## src/rtl/count_run_arbiter_pkg.sv

```systemverilog
// Shared types and constants for the count-run arbiter and its encoder.
package count_run_arbiter_pkg;

  typedef enum logic [1:0] {
    ST_IDLE = 2'd0,
    ST_LOAD = 2'd1,
    ST_RUN  = 2'd2,
    ST_DONE = 2'd3
  } state_e;

  localparam logic MODE_BIN  = 1'b0;
  localparam logic MODE_GRAY = 1'b1;

  localparam int NREQ = 2;

endpackage

```

## src/rtl/count_encoder.sv

```systemverilog
// Index-to-Count encoder: binary passthrough or binary-to-Gray.
// Purely combinational; the arbiter registers the result.
module count_encoder
  import count_run_arbiter_pkg::*;
#(
  parameter int WIDTH = 3
) (
  input  logic [WIDTH-1:0] idx,
  input  logic             mode,
  output logic [WIDTH-1:0] count
);

  // Gray code is the index XOR'd with itself shifted down by one.
  always_comb begin
    count = idx;
    if (mode == MODE_GRAY) count = idx ^ (idx >> 1);
  end

endmodule

```

## src/rtl/count_run_arbiter.sv

```systemverilog
// Round-robin arbiter and sequencer for the shared 3-bit binary/Gray counter.
// Optional feature macro: COUNT_HOLD_EN adds a Hold input that freezes a run.
//
// state   | meaning
// --------+-------------------------------------------------------------
// IDLE    | no owner; pick a requester (round-robin on tie)
// LOAD    | owner latched, Count forced to 0
// RUN     | index advances each edge until it equals the latched length
// DONE    | one-cycle Done pulse to the owner, Count holds final value
module count_run_arbiter
  import count_run_arbiter_pkg::*;
#(
  parameter int WIDTH = 3
) (
  input  logic             Clk,
  input  logic             nReset,
  input  logic [NREQ-1:0]  Req,
  input  logic [NREQ-1:0]  Mode,
  input  logic [WIDTH-1:0] Len0,
  input  logic [WIDTH-1:0] Len1,
`ifdef COUNT_HOLD_EN
  input  logic             Hold,
`endif
  output logic [NREQ-1:0]  Grant,
  output logic [NREQ-1:0]  Done,
  output logic             Busy,
  output logic [WIDTH-1:0] Count,
  output logic             CountMode
);

  state_e           state_q, state_d;
  logic [WIDTH-1:0] idx_q, idx_d;
  logic [WIDTH-1:0] len_q, len_d;
  logic             mode_q, mode_d;
  logic             owner_q, owner_d;
  logic             last_q, last_d;
  logic [NREQ-1:0]  grant_q, grant_d;
  logic [NREQ-1:0]  done_q, done_d;
  logic             busy_q, busy_d;
  logic [WIDTH-1:0] count_q, count_d;

  logic             hold_w;
  logic             sel;
  logic [WIDTH-1:0] idx_inc;
  logic [WIDTH-1:0] count_inc;

`ifdef COUNT_HOLD_EN
  assign hold_w = Hold;
`else
  assign hold_w = 1'b0;
`endif

  // On a tie the requester that was not served last wins.
  assign sel     = (Req == 2'b11) ? ~last_q : Req[1];
  assign idx_inc = idx_q + WIDTH'(1);

  // Encode the next index so Count changes on the same edge as idx.
  count_encoder #(.WIDTH(WIDTH)) u_enc (
    .idx   (idx_inc),
    .mode  (mode_q),
    .count (count_inc)
  );

  // Next-state and registered-output logic.
  always_comb begin
    state_d = state_q;
    idx_d   = idx_q;
    len_d   = len_q;
    mode_d  = mode_q;
    owner_d = owner_q;
    last_d  = last_q;
    grant_d = grant_q;
    done_d  = '0;
    busy_d  = busy_q;
    count_d = count_q;

    unique case (state_q)
      ST_IDLE: begin
        if (Req != '0) begin
          owner_d = sel;
          last_d  = sel;
          mode_d  = Mode[sel];
          len_d   = sel ? Len1 : Len0;
          idx_d   = '0;
          count_d = '0;
          grant_d = sel ? 2'b10 : 2'b01;
          busy_d  = 1'b1;
          state_d = ST_LOAD;
        end
      end
      ST_LOAD: begin
        if (!Req[owner_q]) begin
          idx_d   = '0;
          count_d = '0;
          grant_d = '0;
          busy_d  = 1'b0;
          state_d = ST_IDLE;
        end else if (len_q == '0) begin
          done_d  = grant_q;
          state_d = ST_DONE;
        end else begin
          state_d = ST_RUN;
        end
      end
      ST_RUN: begin
        if (!Req[owner_q]) begin
          idx_d   = '0;
          count_d = '0;
          grant_d = '0;
          busy_d  = 1'b0;
          state_d = ST_IDLE;
        end else if (hold_w) begin
          state_d = ST_RUN;
        end else if (idx_q == len_q) begin
          done_d  = grant_q;
          state_d = ST_DONE;
        end else begin
          idx_d   = idx_inc;
          count_d = count_inc;
        end
      end
      ST_DONE: begin
        grant_d = '0;
        busy_d  = 1'b0;
        state_d = ST_IDLE;
      end
      default: state_d = ST_IDLE;
    endcase
  end

  // State and output registers, falling-edge clocked, async active-low reset.
  always_ff @(negedge Clk or negedge nReset) begin
    if (!nReset) begin
      state_q <= ST_IDLE;
      idx_q   <= '0;
      len_q   <= '0;
      mode_q  <= MODE_BIN;
      owner_q <= 1'b0;
      last_q  <= 1'b1;
      grant_q <= '0;
      done_q  <= '0;
      busy_q  <= 1'b0;
      count_q <= '0;
    end else begin
      state_q <= state_d;
      idx_q   <= idx_d;
      len_q   <= len_d;
      mode_q  <= mode_d;
      owner_q <= owner_d;
      last_q  <= last_d;
      grant_q <= grant_d;
      done_q  <= done_d;
      busy_q  <= busy_d;
      count_q <= count_d;
    end
  end

  assign Grant     = grant_q;
  assign Done      = done_q;
  assign Busy      = busy_q;
  assign Count     = count_q;
  assign CountMode = mode_q;

endmodule

```

## config.mk

```make
export PLATFORM = sky130hd
export DESIGN_NAME = count_run_arbiter
export DESIGN_NICKNAME = d
export VERILOG_FILES = /design/src/rtl/count_run_arbiter_pkg.sv /design/src/rtl/count_encoder.sv /design/src/rtl/count_run_arbiter.sv
export SDC_FILE = /design/constraint.sdc
export NUM_CORES = 1
export LEC_CHECK = 0
export CORE_ASPECT_RATIO = 0.7
export CORE_UTILIZATION = 30
export CTS_CLUSTER_DIAMETER = 60
export CTS_CLUSTER_SIZE = 8
export DETAILED_ROUTE_END_ITERATION = 10
export PLACE_DENSITY = 0.52
export SLEW_MARGIN = 20
export SYNTH_ARGS = -nofsm -noshare
export SYNTH_HDL_FRONTEND = slang
export SYNTH_SLANG_ARGS = --single-unit
```

## constraint.sdc

```tcl
create_clock -name Clk -period 5.4 [get_ports Clk]
set_input_delay 1.08 -clock Clk [delete_from_list [all_inputs] [get_ports Clk]]
set_output_delay 1.08 -clock Clk [all_outputs]
set_load 0.05 [all_outputs]
```

======== Word-level counts from Yosys, hierarchy flattened ========
Index checks and enable logic that the tools add are counted.
storage, ports and cells
  flip-flop bits (word level) ............. 19
  bits in latches ......................... 0
  memory bits (writable) .................. 0
  memory bits (read-only) ................. 0
  logic and storage cells ................. 67
  memories ................................ 0
operators by class
  $add $sub $neg .......................... 1
  multiply operators ...................... 0
  div/mod/pow operators ................... 0
  magnitude comparators ................... 2
  eq/ne operators ......................... 10
  shifts and indexed selects .............. 0
  muxes and demuxes ....................... 33
  bitwise gates (word level) .............. 2
  reduce and logical (&&, ||, !) cells .... 9
operators by type and width
  operator                                                    number
  2-to-1 mux 3 bit                                            8
  2-to-1 mux 2 bit                                            11
  one-hot mux 3 bit (3 select lines)                          2
  2-to-1 mux 1 bit                                            8
  one-hot mux 2 bit (4 select lines)                          1
  == test 2 bit, second input constant                        3
  inequality test 2 bit, second input constant                3
  inequality test 3 bit, second input constant                2
  one-hot mux 2 bit (3 select lines)                          1
  AND reduction 2 bit                                         3
  less-than comparator 1 x 2 -> 1 bit, second input constant  2
  one-hot mux 2 bit (2 select lines)                          1
  AND reduction 4 bit                                         1
  adder 3 x 1 -> 3 bit, second input constant                 1
  == test 3 bit                                               1
  zero test 3 bit                                             1
  one-hot mux 1 bit (3 select lines)                          1
  nonzero test 3 bit                                          1
  bitwise XOR 3 x 2 -> 3 bit                                  1
  == test 2 x 1 -> 1 bit, second input constant               1
  zero test 2 bit                                             1
  nonzero test 2 bit                                          1
  OR reduction 2 bit                                          1
  inverter 1 bit                                              1

======== Logic depth before layout (Yosys ltp) ========
  word-level depth ........................ 6
  depth in mapped cells ................... 6
  depth with buffers taken out ............ 6

======== Hierarchy ========
From an unflattened synthesis, not the netlist that was laid out.
second synthesis, totals
  cell total of the unflattened synthesis .. 92
  area total of the unflattened synthesis .. 1,061.0 µm²
by module, submodules not included
  module             times used  cells each  area each (µm²)  seq. area each (µm²)
  count_run_arbiter  1           87          1,028.5          476.7
  count_encoder      1           5           32.5             0.0

==> impl_results.md <==
- Clock Tree Buf Depth: 2
- Layout cells sized above 1: between 20% and 30%
- Synthesized area: 0.00101 sq mm
- Crit-path leading delay family: buffers and inverters
- Post-route DRC: 0
- Clk slew on worst S/H paths: roughly 50 ps
- Final setup margin: roughly 110 ps
- Worst-Skew Late Latency: between 300 and 400 ps
- Post-CTS sizing: 0
- Fillers: ~310
- Die extent in y: a little over 50 um
- Vias in the first global route: roughly 750
- DRT iter0 DRCs: 25
- Status: completed
- Starting Density: 31.7%
- Antenna violations before repair: 0
- Fraction of registers with async set/reset: between 90% and 100%
- Area Growth Syn to Fin: 31.9%
- # hold bufs at CTS: 0
- Std-Cell Rows: 17
- Via count: roughly 770
- Post-layout net count: roughly 140
- Die area: about 0.0036 sq mm
- Hold path cells: 1
- Port Buffers: 20
- Total nets after synthesis: between 100 and 150
- RePlAce Congestion: a little over 0.8
- Sequential fraction of the synthesis area: between 40% and 50%
- Drt pass-1 iters: 4
- Avg Inst Size Synth: about 11 sq um
- Syn Inst Count: a little over 90
- Final setup fails: 0
- Hold/Removal Path Class: reg2reg
- Ys Warns: 0
- GRT Total Usage: about an eighth
- Post-synth EDFFs: 0
- Cell Pwr Density: 509 mW/mm^2
- H-tree depth: 1
- Clock Sinks: 18
- Largest net degree at the start of global routing: 13
- Crit path kind: reg2out
- Fraction of the mapped netlist area in adder cells: 7.42%
- Post-synthesis mux area share: 10.8%
- Crit-path cells: clkdlybuf4s50_1
- Compound-Gate Fraction of Synth Area: between 10% and 20%
- XOR/XNOR Fraction of Synth Area: between 3 and 4%
- Global-route wire length before repair: between 3 and 4 mm
- Most frequent cells in the layout: 17 x dfrtn_1, 17 x clkdlybuf4s50_1, 9 x buf_4, 7 x o21ai_0
- Startpoint types: register
- Max-slew headroom: between 60% and 70%
- Number of synthesized register bits: 18
- Main synth FF type: dfrtn_1
- Hold Vio Cnt, Final: 0
- Clock Skew: ~46 ps
- Antenna diodes: 0
- # IOs: 21
- Total Routed Length: 2.05 mm
- TritonCTS clock tree: yes
- CP Depth: 1
- Pre-CTS setup slack: -14.0 ps
- Core Region: between 0.003 and 0.004 sq mm
- Wire per inst: approximately 13 um
- DP HPWL: 1.69 mm
- LEAKAGE: between 0.0006 and 0.0007 uW
- RSZ-0062 raised after global routing: no
- Post-DR vias/cell: 4.89
- Root buffer cell: clkbuf_8
- Netlist cell types: 34
- Max Cap Viol: 0
- DRT antenna net count: 0
- Slew Viols, Final: 0
- CP max FO: 2
- Remaining Overflow, GRT: 0
- Element type at the critical path end: output pin
- CP max-delay cell: clkdlybuf4s50_1
- Critical path's largest stage delay: 810 ps
- Setup bufs post-CTS: 0
- Cell Area, Placed: roughly 0.0013 sq mm
- R2R depth: 6
- Least-Margin Pin Slew: approximately 500 ps
- VDD IR max: between 0.2 and 0.25 mV
- Cts bufs inserted: 3
- Main combinational cell family by area after synthesis: compound AO/OA/AOI/OAI gates
- Worst Path Buf+Inv: 1
- Simple-Gate Fraction of Synth Area: ~13%
- Final Cell Area: about 0.0013 sq mm
- WP data required: ~4300 ps
- Critical Path AT: between 4000 and 5000 ps
- Die X: 71.4 um
cell type report:
| cell class | count | area, sq um | share of cell area [%] |
|---|---|---|---|
| well taps | 38 | 47.5 | 3.56 |
| inverters | 5 | 18.8 | 1.41 |
| clock buffers | 4 | 45.0 | 3.37 |
| clock inverters | 1 | 3.75 | 0.281 |
| multi-input cells | 66 | 531 | 39.7 |
| repair buffers | 26 | 238 | 17.8 |
| flip-flops and latches | 18 | 452 | 33.8 |
layer usage:
| layer | GRT usage [%] | up-vias | routed length (um) |
|---|---|---|---|
| met5 | 0 | - | 0 |
| met4 | 3.00 | 0 | 8 |
| met1 | 17.6 | 370 | 1050 |
| met3 | 3.01 | 2 | 64 |
| li1 | - | 385 | - |
| met2 | 20.5 | 15 | 928 |
synthesized netlist by cell type, types with 2 or more instances:
cell | instances | area share (%)
inv_1 | 6 | 2.2
xor2_1 | 3 | 2.6
or3_1 | 3 | 1.9
nor2_1 | 2 | 0.74
mux2_2 | 3 | 3.3
o21ai_0 | 7 | 3.5
nor3b_1 | 2 | 1.5
a21oi_1 | 4 | 2.0
mux2i_1 | 6 | 5.9
dfrtn_1 | 17 | 42
nand2_1 | 6 | 2.2
a22o_2 | 2 | 2.0
nor3_1 | 2 | 0.99
ha_1 | 6 | 7.4
a21o_2 | 2 | 1.7
a22o_1 | 2 | 1.7
kinds of logic after synthesis:
logic type / after synthesis
AOI/OAI and AO/OA: 24
and+or+nand+nor: 22
DFF: 18
muxes: 10
buffers and inverters: 7
adders and majority gates: 6
xor gates and xnor gates: 4
flip-flops by register name, summed over array words and instances (netlist names):
signal and flops:
len_q 3, last_q 1, idx_q 3, Count 2, Busy 1, Done 2
state_q 2, CountMode 1, owner_q 1, Grant 2
final timing paths:
check                                 from   endpoint  slack [ps]
worst min-delay path              Count[1]   Count[1]         460
worst max register to register  state_q[1]   idx_q[2]        3490
min in group asynchronous           nReset   len_q[1]        3660
worst min register to register    Count[1]   Count[1]         460
max in group asynchronous           nReset  CountMode        1240
worst max-delay path              Count[0]   Count[0]         110
worst register-to-register path, stage by stage, from the launching register on:
cell	delay, ps
dfrtn_1	460
inv_1	110
ha_1	260
nor3b_2	210
or3_1	330
a2111oi_0	440
a21o_2	140
report_power, final:
part | switching [uW] | internal (uW)
clock | 46.3 | 53.4
sequential | 35.7 | 186
combinational | 207 | 152
total | 289 | 391
per-stage QoR:
| step | hold slack (ps) | util (%) | instances | total power [uW] | setup TNS, ps |
|---|---|---|---|---|---|
| after global routing | 468 | 41.8 | 158 | 735 | 0 |
| after CTS | 460 | 41.8 | 158 | 685 | 0 |
| after detailed placement | 455 | 40.4 | 154 | 586 | -14.0 |
| after floorplan | 443 | - | 91 | 475 | 0 |
| final | 456 | 41.8 | 158 | 680 | 0 |
| after global placement | 452 | 40.4 | 154 | 577 | 0 |
No activity file was read; power rests on OpenSTA's default activity.
